==> src/rtl/lobster_fetch.sv <==
// lobster_fetch: instruction fetch stage with a prefetch FIFO, one outstanding
// SRAM request and redirect flush.
module lobster_fetch #(
  parameter int ADDR_WIDTH = 36,
  parameter int FIFO_DEPTH = 4,
  parameter logic [ADDR_WIDTH-1:0] RESET_PC = 'hF800
) (
  input  logic                  clk,
  input  logic                  rst,
  output logic                  mem_ce,
  output logic [ADDR_WIDTH-1:0] mem_addr,
  input  logic                  mem_rdy,
  input  logic [63:0]           mem_data,
  input  logic                  redirect,
  input  logic [ADDR_WIDTH-1:0] redirect_pc,
  output logic                  inst_valid,
  output logic [63:0]           inst_data,
  output logic [ADDR_WIDTH-1:0] inst_pc,
  input  logic                  inst_ready
);
  localparam int PW = $clog2(FIFO_DEPTH);
  localparam logic [PW:0] DEPTH_C = (PW+1)'(FIFO_DEPTH);
  typedef enum logic [1:0] {IDLE, WAIT, DROP} state_t;
  state_t                r_state;
  logic                  r_ce;
  logic [ADDR_WIDTH-1:0] r_addr;
  logic [ADDR_WIDTH-1:0] r_fetch_pc;
  logic [63:0]           r_data [FIFO_DEPTH];
  logic [ADDR_WIDTH-1:0] r_pc [FIFO_DEPTH];
  logic [PW-1:0]         r_wptr;
  logic [PW-1:0]         r_rptr;
  logic [PW:0]           r_cnt;
  logic                  w_pop;
  logic                  w_push;
  logic [PW:0]           w_occ;
  logic                  w_room;
  logic                  w_room_push;
  logic [ADDR_WIDTH-1:0] w_rpc;
  logic [ADDR_WIDTH-1:0] w_next_pc;
  assign inst_valid  = r_cnt != '0;
  assign inst_data   = r_data[r_rptr];
  assign inst_pc     = r_pc[r_rptr];
  assign mem_ce      = r_ce;
  assign mem_addr    = r_addr;
  assign w_pop       = inst_valid & inst_ready & ~redirect;
  assign w_push      = (r_state == WAIT) & mem_rdy & ~redirect;
  assign w_occ       = r_cnt - (PW+1)'(w_pop);
  assign w_room      = w_occ < DEPTH_C;
  assign w_room_push = (w_occ + (PW+1)'(1)) < DEPTH_C;
  assign w_rpc       = {redirect_pc[ADDR_WIDTH-1:3], 3'b000};
  assign w_next_pc   = r_fetch_pc + ADDR_WIDTH'(8);
  // Credit is granted before issuing, so every accepted response has a free slot.
  always_ff @(posedge clk or posedge rst) begin
    if (rst) begin
      r_state    <= IDLE;
      r_ce       <= 1'b0;
      r_addr     <= RESET_PC;
      r_fetch_pc <= RESET_PC;
    end else begin
      case (r_state)
        IDLE: begin
          if (redirect) begin
            r_fetch_pc <= w_rpc;
            r_addr     <= w_rpc;
            r_ce       <= 1'b1;
            r_state    <= WAIT;
          end else if (w_room) begin
            r_addr  <= r_fetch_pc;
            r_ce    <= 1'b1;
            r_state <= WAIT;
          end
        end
        WAIT: begin
          if (redirect) begin
            r_fetch_pc <= w_rpc;
            if (mem_rdy) r_addr <= w_rpc;
            r_state <= mem_rdy ? WAIT : DROP;
          end else if (mem_rdy) begin
            r_fetch_pc <= w_next_pc;
            r_addr     <= w_next_pc;
            r_ce       <= w_room_push;
            r_state    <= w_room_push ? WAIT : IDLE;
          end
        end
        DROP: begin
          if (redirect) r_fetch_pc <= w_rpc;
          if (mem_rdy) begin
            r_addr  <= redirect ? w_rpc : r_fetch_pc;
            r_state <= WAIT;
          end
        end
        default: begin
          r_ce    <= 1'b0;
          r_state <= IDLE;
        end
      endcase
    end
  end
  always_ff @(posedge clk or posedge rst) begin
    if (rst) begin
      r_wptr <= '0;
      r_rptr <= '0;
      r_cnt  <= '0;
      for (int i = 0; i < FIFO_DEPTH; i++) begin
        r_data[i] <= '0;
        r_pc[i]   <= '0;
      end
    end else if (redirect) begin
      r_wptr <= '0;
      r_rptr <= '0;
      r_cnt  <= '0;
    end else begin
      if (w_push) begin
        r_data[r_wptr] <= mem_data;
        r_pc[r_wptr]   <= r_fetch_pc;
        r_wptr         <= r_wptr + PW'(1);
      end
      if (w_pop) r_rptr <= r_rptr + PW'(1);
      r_cnt <= r_cnt + (PW+1)'(w_push) - (PW+1)'(w_pop);
    end
  end
endmodule

==> config.mk <==
export PLATFORM = sky130hd
export DESIGN_NAME = lobster_fetch
export DESIGN_NICKNAME = d
export VERILOG_FILES = /design/src/rtl/lobster_fetch.sv
export SDC_FILE = /design/constraint.sdc
export NUM_CORES = 1
export LEC_CHECK = 0
export ABC_AREA = 1
export CORE_ASPECT_RATIO = 0.8
export CORE_MARGIN = 1
export CORE_UTILIZATION = 40
export CTS_BUF_LIST = sky130_fd_sc_hd__clkbuf_2 sky130_fd_sc_hd__clkbuf_4 sky130_fd_sc_hd__clkbuf_8
export DETAILED_ROUTE_END_ITERATION = 12
export SLEW_MARGIN = 20
export SYNTH_ARGS = -nofsm -noshare
export SYNTH_HDL_FRONTEND = slang
export SYNTH_SLANG_ARGS = --single-unit
==> constraint.sdc <==
create_clock -name clk -period 24.7 [get_ports clk]
set_input_delay 2.47 -clock clk [delete_from_list [all_inputs] [get_ports clk]]
set_output_delay 2.47 -clock clk [all_outputs]
set_load 0.03 [all_outputs]
==> metrics.md <==
| Metric | Value |
|---|---|
| Crit end category | primary output |
| Clock-pin slew on the worst setup and hold paths | roughly 60 ps |
| Worst R2R Path Depth | 12 |
| Worst reg2reg startpoint | r_state[0] |
| Area growth syn-to-layout | 20.1% |
| Stages on worst setup path | 5 |
| FILL cells | 5207 |
| Cts hold-fix bufs | 0 |
| Io pins | 243 |
| TritonCTS clock tree | done |
| Setup violators final | 0 |
| Synth top area cells | dfrtp_1, nand2_1, o21ai_1 |
| Crit. Startpoint | r_rptr[0] |
| Non-filler cells, final | 3748 |
| CP top delay family | buffers and inverters |
| GR peak layer | met2 |
| Peak supply drop | around 0.070 mV |
| H-tree depth | 3 |
| Core box area | 54400 um^2 |
| Starting Density | 41.0% |
| Die Span X | 266 um |
| Worst setup path class | reg2out |
| Top-count cell post-synth | nand2_1 |
| FFs w/ async S/R, synth | 100% |
| Slew headroom | a little under a third |
| Clock Latency Late Sink | 650 ps |
| Reg-to-Reg End | r_data[169] |
| GPL Wtd Cong | ~0.86 |
| Met3 Resource Use GR | 3.98% |
| Required time of the critical path | 22230 ps |
| Vias in the first global route | 19.1k |
| Synthesized cell area | around 22000 um^2 |
| Sequential-to-total area share from yosys stat | ~54% |
| Overall routed net length | 63200 um |
| Status | complete, no violations |
| Max cap viols | 0 |
| Met2 usage in global routing | 35.5% |
| Cell taking the most area after synthesis | dfrtp_1 |
| Nets | 3059 |
| Worst-margin pin slew | around 1000 ps |
| Final core utilization | 49.2% |
| Flop2flop setup slack | 20160 ps |
| #FFs+latches synth | 482 |
| Main synth FF type | dfrtp_1 |
| Drc violations | 0 |
| DR pass1 iterations | 5 |
| Ant diodes | 0 |
| Critical-path cell list | inv_6 -> buf_4 -> o21ai_0 -> o22ai_1 -> clkdlybuf4s50_1 |
| Min-Delay Path Class | reg2reg |
| Post-Syn Nets | around 2.9k |
| Crit-path max FO | 115 |
| DR vias/cell | 5.32 |
| Synth cell types | 31 |
| Die height | roughly 210 um |
| Fmax | 0.152 GHz |
| Ys Warns | 0 |
| CP max stage cell | buf_4 |
| Vias after detailed routing | approximately 20k |
| LEAKAGE | 0.0125 uW |
| Cells after synthesis | around 2.8k |
| Initial antenna violation count | 1 |
| Postcts setup bufs | 0 |
| Hold Vio Cnt, Final | 0 |
| Startpoint types | flip-flop |
| Final Skew | 22.9 ps |
| Period minus WS final | approximately 6600 ps |
| Setup crit end | inst_data[24] |
| All-Layer GR Usage | about 22% |
| Grt met1 use | 30.9% |
| CTS resizes | 0 |
| Cell count after placement | 3602 |
| Largest net degree at the start of global routing | 116 |
| Row count | 76 |
| Worst Path Arrival | 4110 ps |
| Setup_tns | 0 ps |
| First-pass GRT wire length | 101000 um |
| Power density over the cells | 132 nW/um^2 |
| CTS root buf | clkbuf_8 |
| Final worst-path cycle share | 26.6% |
| Share of layout cells above drive strength 1 | 6.68% |
| Commonest cells post-synth | nand2_1, dfrtp_1, o21ai_1 |
| HPWL Detailed | 37200 um |
| Clock buffer depth | 3 |
| Syn_area_per_cell | 8.00 um^2 |
| DR WL/cell | roughly 17 um |
| RSZ-0062 raised after global routing | false |
| Antenna Nets Post-Route | 0 |
| Post-synth EDFFs | 0 |
| Worst Path Buf+Inv | 3 |
| GRT Residual Overflow | 0 |
| Final Max Tran Viols | 0 |
| Top cell type's share of synthesized area | 53.0% |
| Sink Count | 482 |
| TritonCTS Buffers | 80 |
| Die ar. | 56700 um^2 |
| Iter 0 DRT Violations | 1694 |
| Max incr delay on CP | 860 ps |
| Port Buffers | approximately 240 |
-- kinds of logic after synthesis --
group | synth area share (%)
flops | 54.2
mux | 0.0449
simple gates | 21.3
fa+ha+maj | 0.595
buf+inv | 5.84
compound gates | 17.9
xor+xnor | 0.0786
-- registers in the layout (all words and copies together) (netlist names) --
signal,cells
r_wptr,2
r_state,2
mem_addr,36
r_data,256
mem_ce,1
r_fetch_pc,36
r_pc,144
r_rptr,2
r_cnt,3
-- through the flow --
| stage | power (uW) | instance area (um^2) | worst slack [ps] | hold WS [ps] |
|---|---|---|---|---|
| after detailed placement | 2790 | 25000 | 18090 | 459 |
| after global placement | 2760 | 25000 | 18200 | 458 |
| final | 3530 | 26800 | 18120 | 474 |
| after CTS | 3560 | 26700 | 17950 | 475 |
| after global routing | 3770 | 26800 | 17740 | 479 |
| after floorplan | 2210 | 22300 | 8800 | 454 |
-- where the power goes --
group          total, uW  internal, uW  switching (uW)
logic               1540           558             985
clock network        744           421             323
registers           1240          1070             172
total               3530          2050            1480
-- metal layers --
metal | share of wire [%] | vias to the layer above
met1 | 46 | 9534
met3 | 6.2 | 106
met4 | 2.6 | 2
met2 | 45 | 719
met5 | 0.022 | -
li1 | - | 9574
-- worst min path at each step --
| stage | from | end | slack (ps) | depth (start not counted) |
|---|---|---|---|---|
| after floorplan | r_data[127] | r_data[127] | 450 | 2 |
| final | mem_addr[14] | mem_addr[14] | 470 | 2 |
| after CTS | mem_addr[14] | mem_addr[14] | 470 | 2 |
| after global placement | mem_addr[15] | mem_addr[15] | 460 | 2 |
| after global routing | mem_addr[14] | mem_addr[14] | 480 | 2 |
| after detailed placement | mem_addr[13] | mem_addr[13] | 460 | 2 |
-- layout by cell type, fill, tap and decap left out, types with 2 or more instances in the layout --
cell type        count
clkinvlp_4           2
buf_6                2
xor2_1               2
clkbuf_4            36
o21ai_1            400
nor2_1             354
dfstp_2             10
inv_6                2
and2_1               3
bufinv_16            2
nand4_1             48
inv_1              122
o21ai_0            238
clkinv_2            10
a21oi_1             10
or2_2                3
clkdlybuf4s50_1    238
nand2_1            734
nor3b_1              2
o22ai_1            105
nand2_4              4
o211ai_1             8
clkbuf_8            94
inv_2                5
ha_1                 9
dfrtp_1            470
buf_4               24
nand3_1             51
nor3_1               5
-- final cells by class --
| cell class | count | area, um^2 | area share, % |
|---|---|---|---|
| clock inverter | 15 | 134 | 0.500 |
| sequential | 482 | 12100 | 45.2 |
| multi-input combinational | 1985 | 8930 | 33.4 |
| clock buffer | 130 | 1560 | 5.85 |
| inverter | 129 | 497 | 1.86 |
| timing repair buffer | 266 | 2620 | 9.78 |
| tap | 741 | 927 | 3.47 |
-- worst reg2reg max path, delay by kind of cell (launching register included) --
kind                   cells  cell delay [ps]
buffers and inverters      7             3280
and+or+nand+nor            4              680
DFF                        1              360
AOI/OAI and AO/OA          1              140
No activity file was read; power rests on OpenSTA's default activity.
==> variant 1, RTL diff (same settings) <==
Reset style: synchronous (`rst`), changed in 2 clocked blocks.
--- a/src/rtl/lobster_fetch.sv
+++ b/src/rtl/lobster_fetch.sv
@@ -50,7 +50,7 @@
   assign w_rpc       = {redirect_pc[ADDR_WIDTH-1:3], 3'b000};
   assign w_next_pc   = r_fetch_pc + ADDR_WIDTH'(8);
   // Credit is granted before issuing, so every accepted response has a free slot.
-  always_ff @(posedge clk or posedge rst) begin
+  always_ff @(posedge clk) begin
     if (rst) begin
       r_state    <= IDLE;
       r_ce       <= 1'b0;
@@ -96,7 +96,7 @@
       endcase
     end
   end
-  always_ff @(posedge clk or posedge rst) begin
+  always_ff @(posedge clk) begin
     if (rst) begin
       r_wptr <= '0;
       r_rptr <= '0;
Behaviour: differs if rst is asserted again (counterexample within 4 cycles, from zero or initial values and one cycle with rst high); with rst held inactive, the same outputs for 4 cycles.
==> variant 1 against the unedited design <==
- area after synthesis decreased by 0.95%
- final cell count decreased by 11%
- routed wire length increased by 2.7%
- hold slack got worse by 0.022 ns
- clock skew decreased by 0.00075 ns
- first-iteration DRC count decreased by 16%
- global-route usage increased by 0.61 points
- cell area decreased by 0.63%
- sequential cell count increased by 2
- worst setup slack improved by 0.046 ns
Power is not compared: it rests on default switching activity, and its combinational part moved more than twofold at a synthesized area within 25%.
==> variant 1: results (changes against the unedited design) <==
The maximum fanout count along the critical path is 103 (-10%). The sum of net half-perimeters after detailed placement came out at 37.1 mm (-0.16%). The pin count of the biggest net entering global routing is 104 (-10%). The endpoint arrival time on the critical path was 4.07 ns (-0.04 ns). The mean area per synthesized cell is 9.25 um2 (+16%). The flow ran to the end, and the final reports show no timing, DRC or antenna violations. The endpoint of the most critical register-to-register path is r_data[3][28]. The wire length per cell was 19.5 um (+15%). The worst setup path is launched from a flop. The final weighted congestion in routability-driven placement is 0.884 (+2.3%). The number of unique standard cell types used by synthesis came to 38 (+23%). The fraction of the mapped netlist area in adder cells is 0.00261 (-0.00334).

The placed instance count came to 3193 (-11%). The net count reported at finish was 2682 (-12%). The least setup slack across all paths after layout is 18.16 ns (+0.0460 ns).

The worst reg-to-reg setup slack is 20.21 ns (+0.05 ns). The placed instance area came out at 0.0249 mm2 (-0.41%). The start of the worst register-to-register path is r_state[0]. The xor/xnor cell area share of the yosys netlist came out at 0.00159 (+0.000801).

The via count of the first global-routing pass is 17.4k (-9.1%). The fraction of final layout cells sized beyond drive strength 1 is 0.0676 (+0.000759). The overall routed net length is 64.9 mm (+2.7%). Ranked by total cell area, the synthesized netlist is headed by edfxtp_1 (54%), nor2_1 (10%), dfxtp_1 (7.6%), o21ai_0 (5.9%), nand2_1 (4.4%). The first-iteration detailed-routing DRC count came out at 1426 (-16%). The most critical setup path has its endpoint at inst_data[38]. The part of the Yosys area used for sequential elements is 0.621 (+0.0786).

The headroom to the max-slew limit was 0.280 (-0.0260). By count the netlist is led by nor2_1 (612), edfxtp_1 (400), o21ai_0 (260). The total global-route track usage came to 0.229 (+0.00612). The number of nets in the synthesized netlist is 2495 (-14%). The number of synthesized flops with an enable pin is 400 (+400). The worst setup skew after layout came out at 0.0221 ns (-0.000747 ns). The wire length of the first global-routing pass came out at 99.1 mm (-1.8%). The share of the synthesized area in compound gates (AO/OA/AOI/OAI) came out at 0.118 (-0.0613). The via density per instance was 5.35 (+0.66%).

The fraction of synthesis flops using an asynchronous set or reset pin is 0 (-1.00).
variant 1: metal layers:
layer  GRT usage  wire [um]  vias up
met3      0.0420       4650      112
met4      0.0722       1650        2
met5           0          8        -
met1       0.311      28600     8563
met2       0.372      30100      656
li1            -          -     8523
variant 1: cell type report:
type / count / area [um2]
fill: 5107 / 27600
clock buffer: 111 / 1370
sequential: 484 / 13700
tap: 702 / 878
timing repair buffer: 263 / 2570
multi-input combinational: 1549 / 7030
clock inverter: 31 / 295
inverter: 195 / 743
variant 1: worst max-delay path: stages (launching register included):
cell and delay [ns]:
dfxtp_4 0.56, inv_6 0.66, buf_4 0.93, o21ai_0 0.19, o22ai_1 0.27, clkdlybuf4s50_1 0.73
variant 1: cell families (layout without fill, tap and decap cells):
group                    count (synthesis)  count (layout)
AND/OR/NAND/NOR                       1070            1070
flip-flops                             484             484
AO/OA/AOI/OAI                          471             471
buffers and inverters                  353             600
adder cells (fa/ha/maj)                  4               4
XOR/XNOR                                 4               4
variant 1: power groups by stage:
stage	Sequential [W]	Combinational [W]	Clock [W]
after floorplan	0.000968	0.000107	0
after global placement	0.000955	0.000208	0
after detailed placement	0.000957	0.000210	0
after CTS	0.000940	0.000210	0.000764
after global routing	0.000944	0.000226	0.000798
final	0.000940	0.000209	0.000753
variant 1: worst min path at each step:
stage,endpoint,slack (ns),cells past startpoint,startpoint
2_1_floorplan,r_fetch_pc[0],0.44,2,r_fetch_pc[0]
3_3_place_gp,mem_addr[22],0.45,2,mem_addr[22]
3_5_place_dp,mem_addr[19],0.44,2,mem_addr[19]
4_1_cts,mem_addr[33],0.46,2,mem_addr[33]
5_1_grt,mem_addr[33],0.47,2,mem_addr[33]
6_report,mem_addr[33],0.45,2,mem_addr[33]
==> variant 2, RTL diff (same flow settings) <==
Made on the original files. Set the parameter `ADDR_WIDTH` to 54 (it was 36).
--- a/src/rtl/lobster_fetch.sv
+++ b/src/rtl/lobster_fetch.sv
@@ -1,7 +1,7 @@
 // lobster_fetch: instruction fetch stage with a prefetch FIFO, one outstanding
 // SRAM request and redirect flush.
 module lobster_fetch #(
-  parameter int ADDR_WIDTH = 36,
+  parameter int ADDR_WIDTH = 54,
   parameter int FIFO_DEPTH = 4,
   parameter logic [ADDR_WIDTH-1:0] RESET_PC = 'hF800
 ) (
Interface: changed (resized inst_pc, mem_addr and redirect_pc); port bits go from 243 to 297. The function was not compared with the original's and may differ.
==> variant 2 against the unedited design <==
- area after synthesis up 25%
- total power rose by 28%
- first-iteration DRC count up 40%
- worst setup slack lost 0.91 ns
- routed wire length rose by 34%
- sequential cell count up 108
- cell area up 25%
- final cell count rose by 26%
- clock power is 26% higher
- critical path type unchanged
==> variant 2: results (changes against the unedited design) <==
The share of the synthesized area in compound gates (AO/OA/AOI/OAI) is 0.180 (+0.000894). The sum of net half-perimeters after detailed placement is 51.0 mm (+37%). The clock network power came out at 0.000939 W (+26%). The number of buffers created by CTS is 99 (+24%).

The first-iteration detailed-routing DRC count is 2366 (+40%). The number of unique standard cell types used by synthesis came to 32 (+3.2%). Counting instances in the post-synthesis netlist gives the leading cell types as nand2_1 (933), o21ai_0 (651), dfrtp_1 (580). The initial antenna violation count came out at 0 (-1).

The peak per-stage delay on the critical path came to 0.88 ns (+0.02 ns). The met1 layer usage reported by global route came out at 0.360 (+0.0507). The via density per instance is 5.24 (-1.4%). The wire length of the first global-routing pass is 134 mm (+32%). The pin count of the biggest net entering global routing came out at 160 (+38%). The wire length per cell is 17.9 um (+6.1%). The fraction of the mapped netlist area in adder cells came out at 0.00476 (-0.00119). The maximum achievable frequency is 0.133 GHz (-12%).

The worst reg-to-reg setup slack is 19.92 ns (-0.24 ns). The part of the Yosys area used for sequential elements came to 0.530 (-0.0118). The xor/xnor cell area share of the yosys netlist is 0.000628 (-0.000158). The number of nets in the synthesized netlist is 3677 (+27%). The number of standard cells in the final layout excluding fillers came out at 4732 (+26%).

The number of cells on the worst reg-to-reg path is 11 (-1). The end point of the worst hold path is mem_addr[11]. The worst setup skew after layout came to 0.0490 ns (+0.0261 ns). In this design, the largest share of critical-path delay is due to buffers and inverters. The met3 track demand over resource in global routing came out at 0.0437 (+0.00392). The mean area per synthesized cell came out at 7.86 um2 (-1.7%). The static leakage power is 15.5 nW (+25%).

The total global-route track usage was 0.238 (+0.0146). The via count of the first global-routing pass is 23.1k (+21%). The most critical setup path has its endpoint at inst_data[16]. The multiplexer fraction of the synthesized cell area was 0 (-0.000449).

The relative contribution of combinational cells to total power came to 0.445 (+0.008). The count of cells resized by post-cts repair came out at 0 (unchanged). By area the synthesized netlist is led by dfrtp_1 (52%), nand2_1 (13%), o21ai_0 (12%), nor2_1 (6.2%), o21ai_1 (2.9%).

The clock latency on the worst-skew pair is 0.70 ns (+0.05 ns). The net count reported at finish is 3859 (+26%). The worst voltage drop across the vdd grid came out at 0.0000830 V (+18%). The number of input and output port buffers inserted is 293 (+23%). In the final layout, the registers with the most flip-flops are r_data (256), r_pc (216). The proportion of total power due to net switching is 0.435 (+0.0157). The endpoint identified for the worst register-to-register timing path is r_data[128]. In this run the most critical hold path is launched from mem_addr[11]. The met2 layer usage reported by global route is 0.342 (-0.0129). The maximum fanout count along the critical path is 92 (-20%). The fraction of final layout cells sized beyond drive strength 1 came out at 0.0646 (-0.00223). The headroom to the max-slew limit came out at 0.273 (-0.0333). The final weighted congestion in routability-driven placement is 0.875 (+1.2%). The placed instance count came out at 4549 (+26%).

The flow ran to the end, and the final reports show no timing, DRC or antenna violations.
## variant 2: cell type report
| cell class | count | area (um2) |
|---|---|---|
| fill | 6863 | 35600 |
| sequential | 590 | 14800 |
| multi-input combinational | 2542 | 11400 |
| timing repair buffer | 320 | 3150 |
| clock buffer | 153 | 1960 |
| tap | 924 | 1160 |
| inverter | 173 | 667 |
| clock inverter | 29 | 206 |
| antenna | 1 | 2.50 |
## variant 2: metrics by stage
step / power (W) / cell area, um2 / util / hold slack, ns
floorplan: 0.00278 / 27900 / - / 0.448
global placement: 0.00355 / 31100 / 0.452 / 0.460
detailed placement: 0.00357 / 31100 / 0.452 / 0.458
CTS: 0.00453 / 33300 / 0.484 / 0.472
global route: 0.00480 / 33300 / 0.484 / 0.488
finish: 0.00451 / 33300 / 0.484 / 0.469
## variant 2: per-layer routing
layer / vias up / share of wire
li1: 12082 / -
met1: 11809 / 0.49
met2: 783 / 0.42
met3: 132 / 0.064
met4: 0 / 0.025
met5: - / 0
